### src/rtl/mx_int_block_addsub_pipe_pkg.sv
// Shared constants, shift clamp helper and stage flag type for the MX integer block adder.
package mx_int_pkg;

  localparam int E8M0_BIAS       = 127;
  localparam int DEF_BLOCK_SIZE  = 32;
  localparam int DEF_ELEM_WIDTH  = 8;
  localparam int DEF_SCALE_WIDTH = 8;
  localparam logic [DEF_SCALE_WIDTH-1:0] NAN_SCALE = '1;

  // Saturates a (possibly negative) shift request into [0, max_amt].
  function automatic int clamp_shift(input int amt, input int max_amt);
    if (amt < 0)
      return 0;
    else if (amt > max_amt)
      return max_amt;
    else
      return amt;
  endfunction

  // Per-stage control carried alongside the width-parametrised scale and element payload.
  typedef struct packed {
    logic valid;
    logic nan;
    logic sub;
  } stage_flags_t;

endpackage

### src/rtl/mx_int_block_addsub_pipe_if.sv
// Transaction bundle for the MX block adder: input pair, output block, valid/ready both ways.
interface mx_int_block_addsub_pipe_if #(
  parameter int BLOCK_SIZE  = 32,
  parameter int ELEM_WIDTH  = 8,
  parameter int SCALE_WIDTH = 8
);
  logic                   i_valid;
  logic                   o_ready;
  logic                   i_sub;
  logic [SCALE_WIDTH-1:0] i_scale_a;
  logic [SCALE_WIDTH-1:0] i_scale_b;
  logic [ELEM_WIDTH-1:0]  i_elements_a [BLOCK_SIZE];
  logic [ELEM_WIDTH-1:0]  i_elements_b [BLOCK_SIZE];
  logic                   o_valid;
  logic                   i_ready;
  logic [SCALE_WIDTH-1:0] o_scale;
  logic [ELEM_WIDTH-1:0]  o_elements [BLOCK_SIZE];
  logic                   o_overflow;
  logic                   o_nan;

  modport slave (
    input  i_valid, i_sub, i_scale_a, i_scale_b, i_elements_a, i_elements_b, i_ready,
    output o_ready, o_valid, o_scale, o_elements, o_overflow, o_nan
  );

  modport master (
    output i_valid, i_sub, i_scale_a, i_scale_b, i_elements_a, i_elements_b, i_ready,
    input  o_ready, o_valid, o_scale, o_elements, o_overflow, o_nan
  );
endinterface

### src/rtl/mx_int_block_addsub_pipe_align_add.sv
// One element lane: align the smaller-scale operand, add or subtract, flag overflow.
// Purely combinational; the sum is one bit wider so nothing is lost before normalisation.
module mx_int_elem_align_add #(
  parameter int ELEM_WIDTH = 8,
  parameter int SHW        = $clog2(ELEM_WIDTH)
) (
  input  logic signed [ELEM_WIDTH-1:0] a,
  input  logic signed [ELEM_WIDTH-1:0] b,
  input  logic        [SHW-1:0]        shamt,
  input  logic                         shift_a,
  input  logic                         sub,
  output logic signed [ELEM_WIDTH:0]   sum,
  output logic                         ovf
);
  logic signed [ELEM_WIDTH-1:0] a_al;
  logic signed [ELEM_WIDTH-1:0] b_al;
  logic        [ELEM_WIDTH:0]   a_x;
  logic        [ELEM_WIDTH:0]   b_x;

  always_comb begin
    a_al = shift_a ? (a >>> shamt) : a;
    b_al = shift_a ? b : (b >>> shamt);
    a_x  = {a_al[ELEM_WIDTH-1], a_al};
    b_x  = {b_al[ELEM_WIDTH-1], b_al};
    sum  = sub ? signed'(a_x - b_x) : signed'(a_x + b_x);
    // Out of ELEM_WIDTH-bit range exactly when the top two bits disagree.
    ovf  = sum[ELEM_WIDTH] ^ sum[ELEM_WIDTH-1];
  end
endmodule

### src/rtl/mx_int_block_addsub_pipe.sv
// 3-stage MX integer block add/sub: compare scales, align+combine, renormalise with NaN handling.
// Latency 3, throughput 1/cycle; a single stall enable freezes all stages when the output is held.
module mx_int_block_addsub_pipe
  import mx_int_pkg::*;
#(
  parameter int BLOCK_SIZE  = DEF_BLOCK_SIZE,
  parameter int ELEM_WIDTH  = DEF_ELEM_WIDTH,
  parameter int SCALE_WIDTH = DEF_SCALE_WIDTH
) (
  input logic                        clk,
  input logic                        rst,
  mx_int_block_addsub_pipe_if.slave  bus
);
  localparam int SHW = $clog2(ELEM_WIDTH);
  localparam logic [SCALE_WIDTH-1:0] SCALE_ALL_ONES = '1;
  localparam logic [SCALE_WIDTH-1:0] SCALE_PRE_NAN  = {{(SCALE_WIDTH-1){1'b1}}, 1'b0};

  logic en;
  assign en          = !bus.o_valid || bus.i_ready;
  assign bus.o_ready = en;

  stage_flags_t           s1_flags;
  logic [SCALE_WIDTH-1:0] s1_smax;
  logic [SCALE_WIDTH-1:0] s1_diff;
  logic                   s1_shift_a;
  logic [ELEM_WIDTH-1:0]  s1_a [BLOCK_SIZE];
  logic [ELEM_WIDTH-1:0]  s1_b [BLOCK_SIZE];

  always_ff @(posedge clk) begin
    if (rst) begin
      s1_flags   <= '0;
      s1_smax    <= '0;
      s1_diff    <= '0;
      s1_shift_a <= 1'b0;
      for (int i = 0; i < BLOCK_SIZE; i++) begin
        s1_a[i] <= '0;
        s1_b[i] <= '0;
      end
    end else if (en) begin
      s1_flags.valid <= bus.i_valid;
      s1_flags.nan   <= (bus.i_scale_a == SCALE_ALL_ONES) || (bus.i_scale_b == SCALE_ALL_ONES);
      s1_flags.sub   <= bus.i_sub;
      s1_shift_a     <= bus.i_scale_a < bus.i_scale_b;
      s1_smax        <= (bus.i_scale_a < bus.i_scale_b) ? bus.i_scale_b : bus.i_scale_a;
      s1_diff        <= (bus.i_scale_a < bus.i_scale_b) ? (bus.i_scale_b - bus.i_scale_a)
                                                        : (bus.i_scale_a - bus.i_scale_b);
      for (int i = 0; i < BLOCK_SIZE; i++) begin
        s1_a[i] <= bus.i_elements_a[i];
        s1_b[i] <= bus.i_elements_b[i];
      end
    end
  end

  // Shifting by ELEM_WIDTH-1 already collapses any element to 0 or -1.
  logic [SHW-1:0]        s1_shamt;
  logic [ELEM_WIDTH:0]   sum_w [BLOCK_SIZE];
  logic [BLOCK_SIZE-1:0] ovf_w;

  assign s1_shamt = SHW'(clamp_shift(int'(s1_diff), ELEM_WIDTH - 1));

  for (genvar g = 0; g < BLOCK_SIZE; g++) begin : g_lane
    mx_int_elem_align_add #(.ELEM_WIDTH(ELEM_WIDTH), .SHW(SHW)) u_lane (
      .a       (s1_a[g]),
      .b       (s1_b[g]),
      .shamt   (s1_shamt),
      .shift_a (s1_shift_a),
      .sub     (s1_flags.sub),
      .sum     (sum_w[g]),
      .ovf     (ovf_w[g])
    );
  end

  stage_flags_t           s2_flags;
  logic [SCALE_WIDTH-1:0] s2_smax;
  logic                   s2_ovf;
  logic [ELEM_WIDTH:0]    s2_sum [BLOCK_SIZE];

  always_ff @(posedge clk) begin
    if (rst) begin
      s2_flags <= '0;
      s2_smax  <= '0;
      s2_ovf   <= 1'b0;
      for (int i = 0; i < BLOCK_SIZE; i++) s2_sum[i] <= '0;
    end else if (en) begin
      s2_flags <= s1_flags;
      s2_smax  <= s1_smax;
      s2_ovf   <= |ovf_w;
      for (int i = 0; i < BLOCK_SIZE; i++) s2_sum[i] <= sum_w[i];
    end
  end

  always_ff @(posedge clk) begin
    if (rst) begin
      bus.o_valid    <= 1'b0;
      bus.o_scale    <= '0;
      bus.o_overflow <= 1'b0;
      bus.o_nan      <= 1'b0;
      for (int i = 0; i < BLOCK_SIZE; i++) bus.o_elements[i] <= '0;
    end else if (en) begin
      bus.o_valid <= s2_flags.valid;
      // A renormalising bump from the largest finite scale would land on the NaN code.
      if (s2_flags.nan || (s2_ovf && (s2_smax == SCALE_PRE_NAN))) begin
        bus.o_scale    <= SCALE_ALL_ONES;
        bus.o_overflow <= 1'b0;
        bus.o_nan      <= 1'b1;
        for (int i = 0; i < BLOCK_SIZE; i++) bus.o_elements[i] <= '0;
      end else if (s2_ovf) begin
        bus.o_scale    <= s2_smax + SCALE_WIDTH'(1);
        bus.o_overflow <= 1'b1;
        bus.o_nan      <= 1'b0;
        for (int i = 0; i < BLOCK_SIZE; i++) bus.o_elements[i] <= s2_sum[i][ELEM_WIDTH:1];
      end else begin
        bus.o_scale    <= s2_smax;
        bus.o_overflow <= 1'b0;
        bus.o_nan      <= 1'b0;
        for (int i = 0; i < BLOCK_SIZE; i++) bus.o_elements[i] <= s2_sum[i][ELEM_WIDTH-1:0];
      end
    end
  end
endmodule

### src/flat_wrapper.sv
// flat-port wrapper written by rule: the top's interface ports become plain ports
module mx_int_block_addsub_pipe_flat import mx_int_pkg::*;
#(
  parameter int BLOCK_SIZE  = DEF_BLOCK_SIZE,
  parameter int ELEM_WIDTH  = DEF_ELEM_WIDTH,
  parameter int SCALE_WIDTH = DEF_SCALE_WIDTH
)
  (clk, rst, bus_i_valid, bus_i_sub, bus_i_scale_a, bus_i_scale_b, bus_i_elements_a, bus_i_elements_b, bus_i_ready, bus_o_ready, bus_o_valid, bus_o_scale, bus_o_elements, bus_o_overflow, bus_o_nan);
  mx_int_block_addsub_pipe_if #(.BLOCK_SIZE(BLOCK_SIZE), .ELEM_WIDTH(ELEM_WIDTH), .SCALE_WIDTH(SCALE_WIDTH)) bus_i ();
  input logic clk;
  input logic rst;
  input wire logic [$bits(bus_i.i_valid)-1:0] bus_i_valid;
  input wire logic [$bits(bus_i.i_sub)-1:0] bus_i_sub;
  input wire logic [$bits(bus_i.i_scale_a)-1:0] bus_i_scale_a;
  input wire logic [$bits(bus_i.i_scale_b)-1:0] bus_i_scale_b;
  input wire logic [$bits(bus_i.i_elements_a)-1:0] bus_i_elements_a;
  input wire logic [$bits(bus_i.i_elements_b)-1:0] bus_i_elements_b;
  input wire logic [$bits(bus_i.i_ready)-1:0] bus_i_ready;
  output wire logic [$bits(bus_i.o_ready)-1:0] bus_o_ready;
  output wire logic [$bits(bus_i.o_valid)-1:0] bus_o_valid;
  output wire logic [$bits(bus_i.o_scale)-1:0] bus_o_scale;
  output wire logic [$bits(bus_i.o_elements)-1:0] bus_o_elements;
  output wire logic [$bits(bus_i.o_overflow)-1:0] bus_o_overflow;
  output wire logic [$bits(bus_i.o_nan)-1:0] bus_o_nan;
  assign bus_i.i_valid = bus_i_valid;
  assign bus_i.i_sub = bus_i_sub;
  assign bus_i.i_scale_a = bus_i_scale_a;
  assign bus_i.i_scale_b = bus_i_scale_b;
  assign bus_i.i_elements_a = {>>{bus_i_elements_a}};
  assign bus_i.i_elements_b = {>>{bus_i_elements_b}};
  assign bus_i.i_ready = bus_i_ready;
  assign bus_o_ready = bus_i.o_ready;
  assign bus_o_valid = bus_i.o_valid;
  assign bus_o_scale = bus_i.o_scale;
  assign bus_o_elements = {>>{bus_i.o_elements}};
  assign bus_o_overflow = bus_i.o_overflow;
  assign bus_o_nan = bus_i.o_nan;
  mx_int_block_addsub_pipe #(.BLOCK_SIZE(BLOCK_SIZE), .ELEM_WIDTH(ELEM_WIDTH), .SCALE_WIDTH(SCALE_WIDTH)) u_core (.clk(clk), .rst(rst), .bus(bus_i));
endmodule
### config.mk
export PLATFORM = sky130hd
export DESIGN_NAME = mx_int_block_addsub_pipe_flat
export DESIGN_NICKNAME = d
export VERILOG_FILES = /design/src/rtl/mx_int_block_addsub_pipe_pkg.sv /design/src/rtl/mx_int_block_addsub_pipe_if.sv /design/src/rtl/mx_int_block_addsub_pipe_align_add.sv /design/src/rtl/mx_int_block_addsub_pipe.sv /design/src/flat_wrapper.sv
export SDC_FILE = /design/constraint.sdc
export NUM_CORES = 2
export LEC_CHECK = 0
export CORE_UTILIZATION = 28
export DETAILED_ROUTE_END_ITERATION = 16
export PLACE_DENSITY = 0.43
export SLEW_MARGIN = 0
export SYNTH_ARGS = -nofsm -noshare
export SYNTH_HDL_FRONTEND = slang
export SYNTH_HIERARCHICAL = 1
export SYNTH_SLANG_ARGS = --single-unit
### constraint.sdc
create_clock -name clk -period 23.9 [get_ports clk]
set_input_delay 3.585 -clock clk [delete_from_list [all_inputs] [get_ports clk]]
set_output_delay 3.585 -clock clk [all_outputs]
set_load 0.01 [all_outputs]
# == Word-level counts from Yosys, hierarchy flattened ==
# Memories as Yosys holds them, arrays and structs flattened.
# Cells that the tools add are included.
# classes
add_sub_neg,67
n_mul,0
div_mod_pow,0
n_lt_le_gt_ge,2
n_eq_ne,3
shift,64
n_mux,207
n_bitwise,128
n_reduce_logical,6
# ops
cell,count
8-bit 2-to-1 mux,132
9-bit 2-to-1 mux,64
256-bit 2-to-1 mux,2
8-bit by 3-bit >>> shifter with 8-bit output,64
8-bit by 8-bit adder with 9-bit output,32
8-bit by 8-bit subtractor with 9-bit output,32
1-bit OR,96
32-bit OR reduction,1
1-bit XOR,32
"8-bit equality test, second input constant",3
8-bit subtractor,2
"8-bit by 1-bit adder with 8-bit output, second input constant",1
"8-bit by 3-bit greater-than comparator with 1-bit output, second input constant",1
8-bit < comparator,1
1-bit 2-to-1 mux,8
1-bit logical OR,3
3-bit 2-to-1 mux,1
1-bit logical AND,1
1-bit logical NOT,1
# word_totals
register_bits,298
latchBits,0
ram_bits,800
romBits,0
inputBits,533
word_cells,526
mem_count,3
# memory_table
memory,words,word_bits,read_ports,rd_clocked_by_memory_dff,write_ports,line_no,rtl
u_core.s2_sum,32,9,32,0,32,mx_int_block_addsub_pipe.sv:76,logic [ELEM_WIDTH:0] s2_sum [BLOCK_SIZE];
u_core.s1_a,32,8,32,0,32,mx_int_block_addsub_pipe.sv:26,logic [ELEM_WIDTH-1:0] s1_a [BLOCK_SIZE];
u_core.s1_b,32,8,32,0,32,mx_int_block_addsub_pipe.sv:27,logic [ELEM_WIDTH-1:0] s1_b [BLOCK_SIZE];

# == Depth between registers and ports, before layout ==
# logic_depth
depth_word,8
ltp_mapped,24
mapped_depth_nobuf,23

# == By module ==
# The synthesis kept the hierarchy.
# by_module_without_submodules
module,instances,cells_per_inst,area_per_inst_um2,seq_area_each_um2
mx_int_block_addsub_pipe,1,3102,42151.7,29988.8
mx_int_elem_align_add (u_core.g_lane[25].u_lane ...),15,177,1320.0,0.0
mx_int_elem_align_add (u_core.g_lane[0].u_lane ...),11,179,1326.3,0.0
mx_int_elem_align_add (u_core.g_lane[11].u_lane ...),6,180,1332.5,0.0

# == Worst setup path before layout ==
# Ideal clock, no wire load.
# synth_timing
kind,input-to-reg
start,input port bus_i_ready
end,"memory u_core.s1_a[0][0], enable pin"
setup_ns,1.144
t_arrival_ns,19.566
setup_slack_ns,3.190
cell_stages,6
path_cell_list,nor2b_1 -> inv_2 -> nor2_2 -> buf_2 -> buf_2 -> inv_1
# synth_lines
item,line_no,rtl
from (decl),flat_wrapper.sv:18,input wire logic [$bits(bus_i.i_ready)-1:0] bus_i_ready;
to (decl),mx_int_block_addsub_pipe.sv:26,

# == Final worst setup path ==
# layout_timing
start,input port bus_i_ready
end,output port bus_o_ready
# layout_between
elab_chain_len,1
# layout_rtl
item,line_no,rtl
1-bit logical OR,mx_int_block_addsub_pipe.sv:19,assign en = !bus.o_valid || bus.i_ready;
to (decl),flat_wrapper.sv:19,output wire logic [$bits(bus_i.o_ready)-1:0] bus_o_ready;
# Every way passes these cells.

==> metrics.cfg <==
[layout]
multi_input_area_mm2=0.05064
finalNetCount=10220
final_area_mm2=0.1008
layout.area.seq_mm2=0.03000
area_delta_synth_final_pct=19.23
fill_cells=30530
drive_above_1_share=0.09354

[drt]
via_count=69040
drt-total-wl_mm=285.0
drc=0
drt-initial-drc-count=4505
wire_per_inst_um=21.21
viasPerCell=5.137
drtAntennaViolNets=0
first_pass_iters=6

[critical_path]
r2r-end=u_core/s2_ovf
startpoint_type=input pin
r2r_start=u_core/s1_diff[3]
cp.arrival_ns=5.92
cp.required_ns=20.32
reg2reg_slack_ns=15.13
ff2ff_path_depth=25
critPathKind=in -> out
crit_fanout=52
crit_path_start=bus_i_ready
worstSetupEndpointType=output pin

[timing]
final-setup-viol-count=0
tightest_slew_ns=1.242
fin_tns_setup_ns=0
slew_headroom=0.1699
final_hold_viol_count=0
hold-worst-slack_ns=0.4487
layout_setup_ws_ns=14.39
fmax_mhz=105.2
period_share=0.3979
fin_worst_skew_ns=0.03700
rsz0062_at_grt=no
drv_slew=0
min_period_ns=9.510

[synthesis]
synthTopCellsByArea=edfxtp_1 (28%), dfxtp_1 (7.1%), ha_1 (4.5%)
synth_ff_type=edfxtp_1
yosysMostFrequentCell=edfxtp_1
syn_area_mm2=0.08454
synth-seq-area-share=0.3547
synth_top_cell_by_area=edfxtp_1
yosys_warnings=6
synth_edf_count=800
syn-num-nets=9680
synth_top_area_frac=0.2842
synthCells=8806
synthArstFlopShare=0
synth_top_cells_by_count=edfxtp_1 (800), nor2_1 (714), nand2_1 (647)
ys_seq_elements=1098
synth_area_per_cell_um2=9.600
synth.distinct_cells=70

[die]
rows=201
num_io_pins=801
core_area_mm2=0.3000
die_y_um=551.5
dieArea_mm2=0.3041
start_util=0.2818
die_w_um=551.5

[global_routing]
grt_pass1_vias=68630
grt_max_degree=185
grt_pass1_wl_mm=430.5
overflow=0
grtUsageTotal=0.1819
antenna_found_initial=39

[clocking]
cts_buffers=145
postCtsHoldBufs=0
worstSkewPairLatency_ns=0.83
tritoncts=yes
clockBufferDepth=4
clock_sinks=1098
cts_setup_buffers=0
cts_root_buffer=clkbuf_16
path_clk_slew_ns=0.06
htreeDepth=4
cts_resized=0

[placed_design]
hpwlAfterDp_mm=210.5
portBuffers=800
pre_cts_slack_ns=14.35
gp_congestion=0.8423
placed_cell_area_mm2=0.09607

[power]
ir_worst_vdd_mv=0.05218
power_density_mw_per_mm2=96.54
leakagePower_uw=0.03831
finalPower_uw=9730

[job]
drv_cap=0

[run_status]
status=finished clean

[min_path]
hold_path_depth=2
hold_start=u_core/bus.o_elements[141]
min_to=u_core/bus.o_elements[141]
hold_path_class=reg -> reg

==> final cells by class <==
type / instances / area share
Tap cell: 3958 / 0.04913
Sequential cell: 1098 / 0.2976
Multi-Input combinational cell: 6756 / 0.5024
Inverter: 468 / 0.01750
Antenna cell: 20 / 0.0004966
Timing Repair Buffer: 877 / 0.08648
Clock buffer: 199 / 0.04033
Clock inverter: 63 / 0.006021
==> power breakdown <==
part | total, uW | internal, uW | switching (uW) | leakage, uW
clock network | 2180 | 1270 | 909 | 0.00227
registers | 2800 | 2500 | 295 | 0.0117
logic | 4750 | 2150 | 2600 | 0.0244
==> worst max path at each step <==
stage                              to  slack [ns]  cells after the start
floorplan           u_core/s1_a[0][0]        3.19                      6
global placement          bus_o_ready       14.33                      6
detailed placement        bus_o_ready       14.35                      6
CTS                       bus_o_ready       14.34                      6
global route              bus_o_ready       14.34                      6
finish                    bus_o_ready       14.39                      6
==> flip-flops by register name, indices dropped and copies added, names as in the netlist, 8 cells and up <==
name	cells
u_core/bus.o_elements	256
u_core/s1_smax	8
u_core/bus.o_scale	8
u_core/s1_a	256
u_core/s2_smax	8
u_core/s1_b	256
u_core/s1_diff	8
u_core/s2_sum	288
==> per-layer routing <==
layer / global-route usage / up-vias / part of all wire
li1: - / 33430 / -
met1: 0.2398 / 33720 / 0.45
met2: 0.3071 / 1546 / 0.48
met3: 0.02084 / 337 / 0.039
met4: 0.06259 / 10 / 0.031
met5: 0 / - / 0.00020
==> critical path: stages <==
cell and delay, ns:
clkdlybuf4s50_1 0.63, nor2b_2 0.07, buf_4 0.23, inv_2 0.07
buf_4 0.43, clkdlybuf4s50_1 0.85
==> cells by family (layout without fill, tap and decap cells) <==
group,after synthesis,after routing,share of synthesized area
simple gates,3158,3158,0.2012
fa+ha+maj,341,341,0.05349
flops,1098,1098,0.3547
compound gates,2083,2083,0.1727
xor+xnor,458,458,0.04745
mux,716,716,0.1227
buf+inv,952,1607,0.04778
other cells,0,20,0
==> stage by stage <==
stage / utilization / instances
after floorplan: - / 8806
after global placement: 0.3200 / 13150
after detailed placement: 0.3202 / 13160
after CTS: 0.3358 / 13420
after global routing: 0.3359 / 13430
final: 0.3359 / 13440
==> cell usage in the layout, fill, tap and decap left out, types with 128 or more instances in the layout <==
cell / instances
a21oi_1: 376
ha_1: 307
nand2_1: 646
inv_1: 402
mux2i_1: 364
nor2_1: 713
xnor2_1: 324
nor2b_1: 512
a21o_1: 132
xor2_1: 134
mux4_2: 160
nand3_1: 162
dfxtp_1: 295
o21ai_0: 498
nand2b_1: 160
clkbuf_16: 148
clkdlybuf4s50_1: 799
a211oi_1: 175
and2_1: 489
edfxtp_1: 800
mux2_2: 128
No activity file was read; power rests on OpenSTA's default activity.
